==> config.mk <==
export PLATFORM = sky130hd
export DESIGN_NAME = baccarat_fsm_flat
export DESIGN_NICKNAME = d
export VERILOG_FILES = /design/src/rtl/baccarat_fsm_if.sv /design/src/rtl/baccarat_fsm.sv /design/src/flat_wrapper.sv
export SDC_FILE = /design/constraint.sdc
export NUM_CORES = 1
export LEC_CHECK = 0
export CORE_AREA = 8 8 45 47
export CTS_CLUSTER_DIAMETER = 80
export DETAILED_ROUTE_END_ITERATION = 10
export DIE_AREA = 0 0 53 55
export PLACE_DENSITY = 0.79
export SETUP_SLACK_MARGIN = 0.2
export SYNTH_ARGS = -nofsm -noshare
export SYNTH_HDL_FRONTEND = slang
export SYNTH_SLANG_ARGS = --single-unit
==> constraint.sdc <==
create_clock -name slow_clock -period 1.4 [get_ports slow_clock]
set_input_delay 0.28 -clock slow_clock [delete_from_list [all_inputs] [get_ports slow_clock]]
set_output_delay 0.28 -clock slow_clock [all_outputs]
set_load 0.005 [all_outputs]
==> src/rtl/baccarat_fsm_if.sv <==
// Card-table signal bundle between the baccarat deal controller and its
// card/score datapath. The controller issues load strobes and drives the
// result lamps; the datapath returns the third player card and both scores.
interface baccarat_fsm_if;
   logic [3:0] pcard3_out;
   logic [3:0] pscore_out;
   logic [3:0] dscore_out;
   logic       load_pcard1;
   logic       load_pcard2;
   logic       load_pcard3;
   logic       load_dcard1;
   logic       load_dcard2;
   logic       load_dcard3;
   logic       player_win_light;
   logic       dealer_win_light;

   // Controller side: consumes card/score values, issues strobes and lamps
   modport master (
      input  pcard3_out, pscore_out, dscore_out,
      output load_pcard1, load_pcard2, load_pcard3,
      output load_dcard1, load_dcard2, load_dcard3,
      output player_win_light, dealer_win_light
   );

   // Datapath side: provides card/score values, obeys strobes
   modport slave (
      output pcard3_out, pscore_out, dscore_out,
      input  load_pcard1, load_pcard2, load_pcard3,
      input  load_dcard1, load_dcard2, load_dcard3,
      input  player_win_light, dealer_win_light
   );
endinterface

==> src/rtl/baccarat_fsm.sv <==
// Baccarat deal controller. Deals two cards each to player and dealer,
// applies the natural / player-third-card / banker-third-card rules, then
// sits in DONE showing the result lamps until reset.
module baccarat_fsm (
   input  logic           slow_clock,
   input  logic           resetb,
   baccarat_fsm_if.master bus
);

   typedef enum logic [3:0] {
      IDLE  = 4'd0,
      P1    = 4'd1,
      D1    = 4'd2,
      P2    = 4'd3,
      D2    = 4'd4,
      EVAL1 = 4'd5,
      P3    = 4'd6,
      EVAL2 = 4'd7,
      D3    = 4'd8,
      DONE  = 4'd9
   } state_t;

   state_t state_reg;
   state_t state_next;

   // Point value of a card rank: ace..nine count face value, ten and court cards count zero
   function automatic logic [3:0] point_value(input logic [3:0] rank);
      return (rank >= 4'd10) ? 4'd0 : rank;
   endfunction

   // A two-card total of 8 or 9 ends the hand immediately
   function automatic logic is_natural(input logic [3:0] score);
      return (score == 4'd8) || (score == 4'd9);
   endfunction

   // Banker third-card rule given banker score and the player's third-card value
   function automatic logic banker_draws(input logic [3:0] dscore, input logic [3:0] v);
      logic draw;
      case (dscore)
         4'd0, 4'd1, 4'd2: draw = 1'b1;
         4'd3:             draw = (v != 4'd8);
         4'd4:             draw = (v >= 4'd2) && (v <= 4'd7);
         4'd5:             draw = (v >= 4'd4) && (v <= 4'd7);
         4'd6:             draw = (v >= 4'd6) && (v <= 4'd7);
         default:          draw = 1'b0;
      endcase
      return draw;
   endfunction

   // State register; reset aborts any hand immediately
   always_ff @(posedge slow_clock or negedge resetb) begin
      if (!resetb) state_reg <= IDLE;
      else         state_reg <= state_next;
   end

   // Next-state logic: fixed deal order, then the two decision points
   always_comb begin
      state_next = IDLE;
      case (state_reg)
         IDLE:  state_next = P1;
         P1:    state_next = D1;
         D1:    state_next = P2;
         P2:    state_next = D2;
         D2:    state_next = EVAL1;
         EVAL1: begin
            if (is_natural(bus.pscore_out) || is_natural(bus.dscore_out))
               state_next = DONE;
            else if (bus.pscore_out <= 4'd5)
               state_next = P3;
            else if ((bus.pscore_out <= 4'd7) && (bus.dscore_out <= 4'd5))
               state_next = D3;
            else
               state_next = DONE;  // player stands and banker stands, or out-of-range score
         end
         P3:    state_next = EVAL2;
         EVAL2: begin
            if (banker_draws(bus.dscore_out, point_value(bus.pcard3_out)))
               state_next = D3;
            else
               state_next = DONE;
         end
         D3:    state_next = DONE;
         DONE:  state_next = DONE;
         default: state_next = IDLE;  // unused encodings recover to IDLE
      endcase
   end

   // Output decode: one load strobe per dealing state, lamps only in DONE
   always_comb begin
      bus.load_pcard1      = 1'b0;
      bus.load_pcard2      = 1'b0;
      bus.load_pcard3      = 1'b0;
      bus.load_dcard1      = 1'b0;
      bus.load_dcard2      = 1'b0;
      bus.load_dcard3      = 1'b0;
      bus.player_win_light = 1'b0;
      bus.dealer_win_light = 1'b0;
      case (state_reg)
         P1: bus.load_pcard1 = 1'b1;
         D1: bus.load_dcard1 = 1'b1;
         P2: bus.load_pcard2 = 1'b1;
         D2: bus.load_dcard2 = 1'b1;
         P3: bus.load_pcard3 = 1'b1;
         D3: bus.load_dcard3 = 1'b1;
         DONE: begin
            if (bus.pscore_out > bus.dscore_out) begin
               bus.player_win_light = 1'b1;
            end else if (bus.pscore_out < bus.dscore_out) begin
               bus.dealer_win_light = 1'b1;
            end else begin
               bus.player_win_light = 1'b1;
               bus.dealer_win_light = 1'b1;
            end
         end
         default: ;
      endcase
   end

endmodule

==> src/flat_wrapper.sv <==
// flat-port wrapper written by rule: the top's interface ports become plain ports
module baccarat_fsm_flat 
  (slow_clock, resetb, bus_pcard3_out, bus_pscore_out, bus_dscore_out, bus_load_pcard1, bus_load_pcard2, bus_load_pcard3, bus_load_dcard1, bus_load_dcard2, bus_load_dcard3, bus_player_win_light, bus_dealer_win_light);
  baccarat_fsm_if bus_i ();
  input  logic slow_clock;
  input  logic resetb;
  input wire logic [$bits(bus_i.pcard3_out)-1:0] bus_pcard3_out;
  input wire logic [$bits(bus_i.pscore_out)-1:0] bus_pscore_out;
  input wire logic [$bits(bus_i.dscore_out)-1:0] bus_dscore_out;
  output wire logic [$bits(bus_i.load_pcard1)-1:0] bus_load_pcard1;
  output wire logic [$bits(bus_i.load_pcard2)-1:0] bus_load_pcard2;
  output wire logic [$bits(bus_i.load_pcard3)-1:0] bus_load_pcard3;
  output wire logic [$bits(bus_i.load_dcard1)-1:0] bus_load_dcard1;
  output wire logic [$bits(bus_i.load_dcard2)-1:0] bus_load_dcard2;
  output wire logic [$bits(bus_i.load_dcard3)-1:0] bus_load_dcard3;
  output wire logic [$bits(bus_i.player_win_light)-1:0] bus_player_win_light;
  output wire logic [$bits(bus_i.dealer_win_light)-1:0] bus_dealer_win_light;
  assign bus_i.pcard3_out = bus_pcard3_out;
  assign bus_i.pscore_out = bus_pscore_out;
  assign bus_i.dscore_out = bus_dscore_out;
  assign bus_load_pcard1 = bus_i.load_pcard1;
  assign bus_load_pcard2 = bus_i.load_pcard2;
  assign bus_load_pcard3 = bus_i.load_pcard3;
  assign bus_load_dcard1 = bus_i.load_dcard1;
  assign bus_load_dcard2 = bus_i.load_dcard2;
  assign bus_load_dcard3 = bus_i.load_dcard3;
  assign bus_player_win_light = bus_i.player_win_light;
  assign bus_dealer_win_light = bus_i.dealer_win_light;
  baccarat_fsm u_core (.slow_clock(slow_clock), .resetb(resetb), .bus(bus_i));
endmodule
# Word-level counts from Yosys, hierarchy flattened
# Cells that the tools add are included.
# classes
n_lt_le_gt_ge	10
n_eq_ne	20
mux	19
reduce_logical	11
# op_table
op	n
4-bit one-hot mux with 9 select lines	1
4-bit by 3-bit equality test with 1-bit output (second input constant)	7
4-bit equality test (second input constant)	6
4-bit by 2-bit equality test with 1-bit output (second input constant)	4
4-bit by 3-bit less-or-equal comparator with 1-bit output (second input constant)	4
1-bit 2-to-1 mux	14
4-bit 2-to-1 mux	3
4-bit by 1-bit equality test with 1-bit output (second input constant)	2
4-bit by 3-bit greater-or-equal comparator with 1-bit output (second input constant)	2
4-bit zero test	2
1-bit one-hot mux with 5 select lines	1
4-bit by 2-bit greater-or-equal comparator with 1-bit output (second input constant)	1
4-bit greater-or-equal comparator (second input constant)	1
4-bit > comparator	1
1-bit logical AND	4
4-bit less-than comparator	1
4-bit != test (second input constant)	1
1-bit logical OR	3
3-bit OR reduction	1
2-bit OR reduction	1
# word_totals
register_bits	4
in_bits	14
output_inout_bits	8
word_cells	61

# Longest topological paths before layout
# logic_depth
word_depth	8
ltp_mapped	6

# Worst setup path before layout
# Ideal clock, no wire load.
# synth_timing
path_kind	input port to output port
start	input bus_dscore_out[1]
end	output bus_dealer_win_light
arrival_ps	1253
setup_slack_ps	-133
stages	6
cell_sequence	inv_1 ha_1 nor2b_1 o21a_1 o21a_1 o41ai_2
# synth_between
elab_chain_len	3
# synth_rtl
item	line	source
from (decl)	flat_wrapper.sv:9	input wire logic [$bits(bus_i.dscore_out)-1:0] bus_dscore_out;
4-bit > comparator	baccarat_fsm.sv:106	if (bus.pscore_out > bus.dscore_out) begin
1-bit 2-to-1 mux	baccarat_fsm.sv:106	
1-bit 2-to-1 mux	baccarat_fsm.sv:98	case (state_reg)
to (decl)	flat_wrapper.sv:17	output wire logic [$bits(bus_i.dealer_win_light)-1:0] bus_dealer_win_light;
# Every way passes these cells.

# Worst setup path after layout
# layout_timing
start	input bus_dscore_out[1]
end	output bus_player_win_light
# layout_between
elab_chain_len	4
word_cells_on_any_way	5
cone_classes	order compare (2); mux (3)
# layout_rtl
item	line	source
4-bit less-than comparator	baccarat_fsm.sv:108	end else if (bus.pscore_out < bus.dscore_out) begin
1-bit 2-to-1 mux	baccarat_fsm.sv:108	
1-bit 2-to-1 mux (*)	baccarat_fsm.sv:106	
1-bit 2-to-1 mux (*)	baccarat_fsm.sv:98	
to (decl)	flat_wrapper.sv:16	output wire logic [$bits(bus_i.player_win_light)-1:0] bus_player_win_light;
# Mark *: on every way between the ends. The rest lies on a longest branch, timed or not.

==> impl_results.md <==
- Detail Route Antenna Nets: 0
- Clock Sinks: 4
- Setup CP Type: in -> out
- Sw Share: approximately 38%
- # rows: 14
- Syn nets: 73
- Layout cell share with drive strength beyond 1: between 60 and 70%
- Post-Route WL: 1.93 mm
- Commonest non-fill, non-tap cell in the layout: buf_6
- Hold slack: ~250 ps
- First-pass GRT wire length: between 2 and 3 mm
- CP arrival: 1480 ps
- Hold crit path type: in -> async
- Total Power: roughly 1.8 mW
- Clock transition at path regs: 40 ps
- H-tree Lvls: 1
- Failing checks: negative setup slack
- GRT Resource Usage Total: 12.4%
- Yosys reg bits: 4
- TritonCTS Buffers: 3
- Antenna cell count: 0
- Via/cell ratio: around 5
- Remaining Overflow, GRT: 0
- Post-synth top area cell: dfrtp_1
- Sequential-to-total area share from yosys stat: approximately 23%
- Worst Path Required: approximately 1100 ps
- CTS root buffer: clkbuf_4
- Die area: between 0.002 and 0.003 mm^2
- Lkg Pwr: around 0.54 nW
- Final nets: roughly 130
- Initial Util: a little under a third
- Setup WS post-layout: -362 ps
- GPL Wtd Cong: around 0.8
- Die W: around 53 um
- Post-synth top area share: a little under a quarter
- DRC: 0
- Fin Setup TNS: -1370 ps
- Gate power share: roughly four fifths
- Max Buffers Root-to-Sink: 2
- RSZ-0062 raised after global routing: yes
- Die H: ~55 um
- Hpwl dp: between 1 and 1.5 mm
- Cell Area, Synth: ~430 um^2
- Synthesized instance count: 55
- Port bufs: 21
- Setup Skew: between 3 and 4 ps
- Slew Limit Fails: 0
- Area Overhead vs Synth: 158%
- Initial antenna violation count: 0
- I/O Pins: 22
- CP endpoint kind: output port
- Initial DRT Pass Iterations: 4
- Skew-Pair Late Insertion Delay: ~240 ps
- CP Launch Type: primary input
- Hold-fix buffers at CTS: 0
- Vias in the first global route: between 600 and 700
- Max-Cap Viols: 0
- Max FFs per register: 4
- Final Critical Period: 1760 ps
- Final setup viols: 8
- Period Utilization, post-route: 126%
- Measured slew at the worst slew-check pin: slightly below 400 ps
- Routed len/inst: between 15 and 20 um
- Synthesized area per cell: between 7 and 8 um^2
- RR Startpoint: u_core.state_reg[3]
- Drt first-iter violations: 3
- DR vias: 641
- Synth cell types: 25
- Psw: 0.666 mW
- Flop pwr share: approximately an eighth
- Synth top area cells: dfrtp_1, ha_1, nand2b_1
- IR drop worst, VDD: around 0.0011 V
- Final hold vios: 0
- Largest net degree at the start of global routing: 7
- CP max FO: 2
- Fillers: roughly 100
- Clk pwr share: 8.3%
- CTS tree: yes
- Core ar.: 0.00138 mm^2
- Power Density: 1570 mW/mm^2
- Cell Int Power: around 1.1 mW
- Peak Freq: between 500 and 600 MHz
- Max_slew headroom: between 70% and 80%
- Crit. Startpoint: bus_dscore_out[1]
- Cell count of the worst reg-to-reg path: 7
- Status: finished with violations
- Synthesis warning total: 0
- Commonest non-fill, non-tap cells in the layout: buf_6, buf_4, buf_2, nor2_1, nor3_2
-- cell families after synthesis --
kind of cell	share of synthesized area (%)
fa+ha+maj	11.6
buf+inv	5.51
flops	23.2
compound gates	28.1
simple gates	31.6
-- per-stage QoR --
stage | instance area (um^2) | utilization (%) | cells | worst slack, ps
after global routing | 1110 | 80.6 | 128 | -406
after global placement | 825 | 59.6 | 110 | -1270
final | 1110 | 80.6 | 128 | -362
after CTS | 1010 | 73.0 | 123 | -494
after detailed placement | 825 | 59.6 | 110 | -1320
after floorplan | 457 | - | 55 | -54.3
-- path summary, 6_finish.rpt --
kind / end / slack, ps
worst min register to register: u_core.state_reg[2] / 760
min in group slow_clock: u_core.state_reg[0] / 560
worst max-delay path: bus_player_win_light / -360
worst max register to register: u_core.state_reg[0] / 70
worst min-delay path: u_core.state_reg[2] / 250
max in group asynchronous: u_core.state_reg[1] / 980
-- Yosys cell counts (all sizes together) --
master	n
a31oi	1
a21o	2
a21oi	2
buf	1
nor2	5
o311ai	1
o21ai	2
nor2b	2
nand3	1
nor3	5
or3b	1
nand2b	5
and2	1
o21a	4
o41ai	1
a211o	1
dfrtp	4
nand4	2
o22ai	2
nand2	2
inv	5
and4	1
ha	4
-- routing by layer --
| metal | track usage (%) | up-vias | part of all wire, % |
|---|---|---|---|
| li1 | - | 318 | - |
| met1 | 13.2 | 302 | 39 |
| met2 | 22.9 | 19 | 54 |
| met3 | 2.67 | 2 | 4.9 |
| met4 | 6.03 | 0 | 1.6 |
| met5 | 0 | - | 0 |
-- final cells by class --
| cell class | instances | area [um^2] | area share [%] |
|---|---|---|---|
| Clock buffer | 3 | 22.5 | 2.02 |
| Inverter | 5 | 31.3 | 2.81 |
| Multi-Input combinational cell | 45 | 443 | 39.7 |
| Sequential cell | 4 | 100 | 8.98 |
| Tap cell | 16 | 20.0 | 1.80 |
| Timing Repair Buffer | 55 | 498 | 44.7 |
-- critical path, stage by stage --
cell	delay, ps
buf_12	110
inv_12	40
ha_4	180
nor2b_4	120
o21a_1	150
o21a_1	190
buf_4	130
o21a_1	150
buf_2	120
-- power by group through the flow --
| stage | registers, mW | logic, mW | clock network [mW] |
|---|---|---|---|
| finish | 0.220 | 1.39 | 0.146 |
| global route | 0.224 | 1.48 | 0.157 |
| CTS | 0.207 | 1.08 | 0.137 |
| detailed placement | 0.205 | 0.761 | 0 |
| global placement | 0.204 | 0.743 | 0 |
| floorplan | 0.221 | 0.311 | 0 |
-- timing repair --
item                                    4_1_cts  5_1_grt
pin swaps                                    15       10
gates resized for setup                      82       16
endpoints found under the setup margin       12       12
buffers inserted                             10        5
Note: power is estimated with default switching activity, not from simulation.
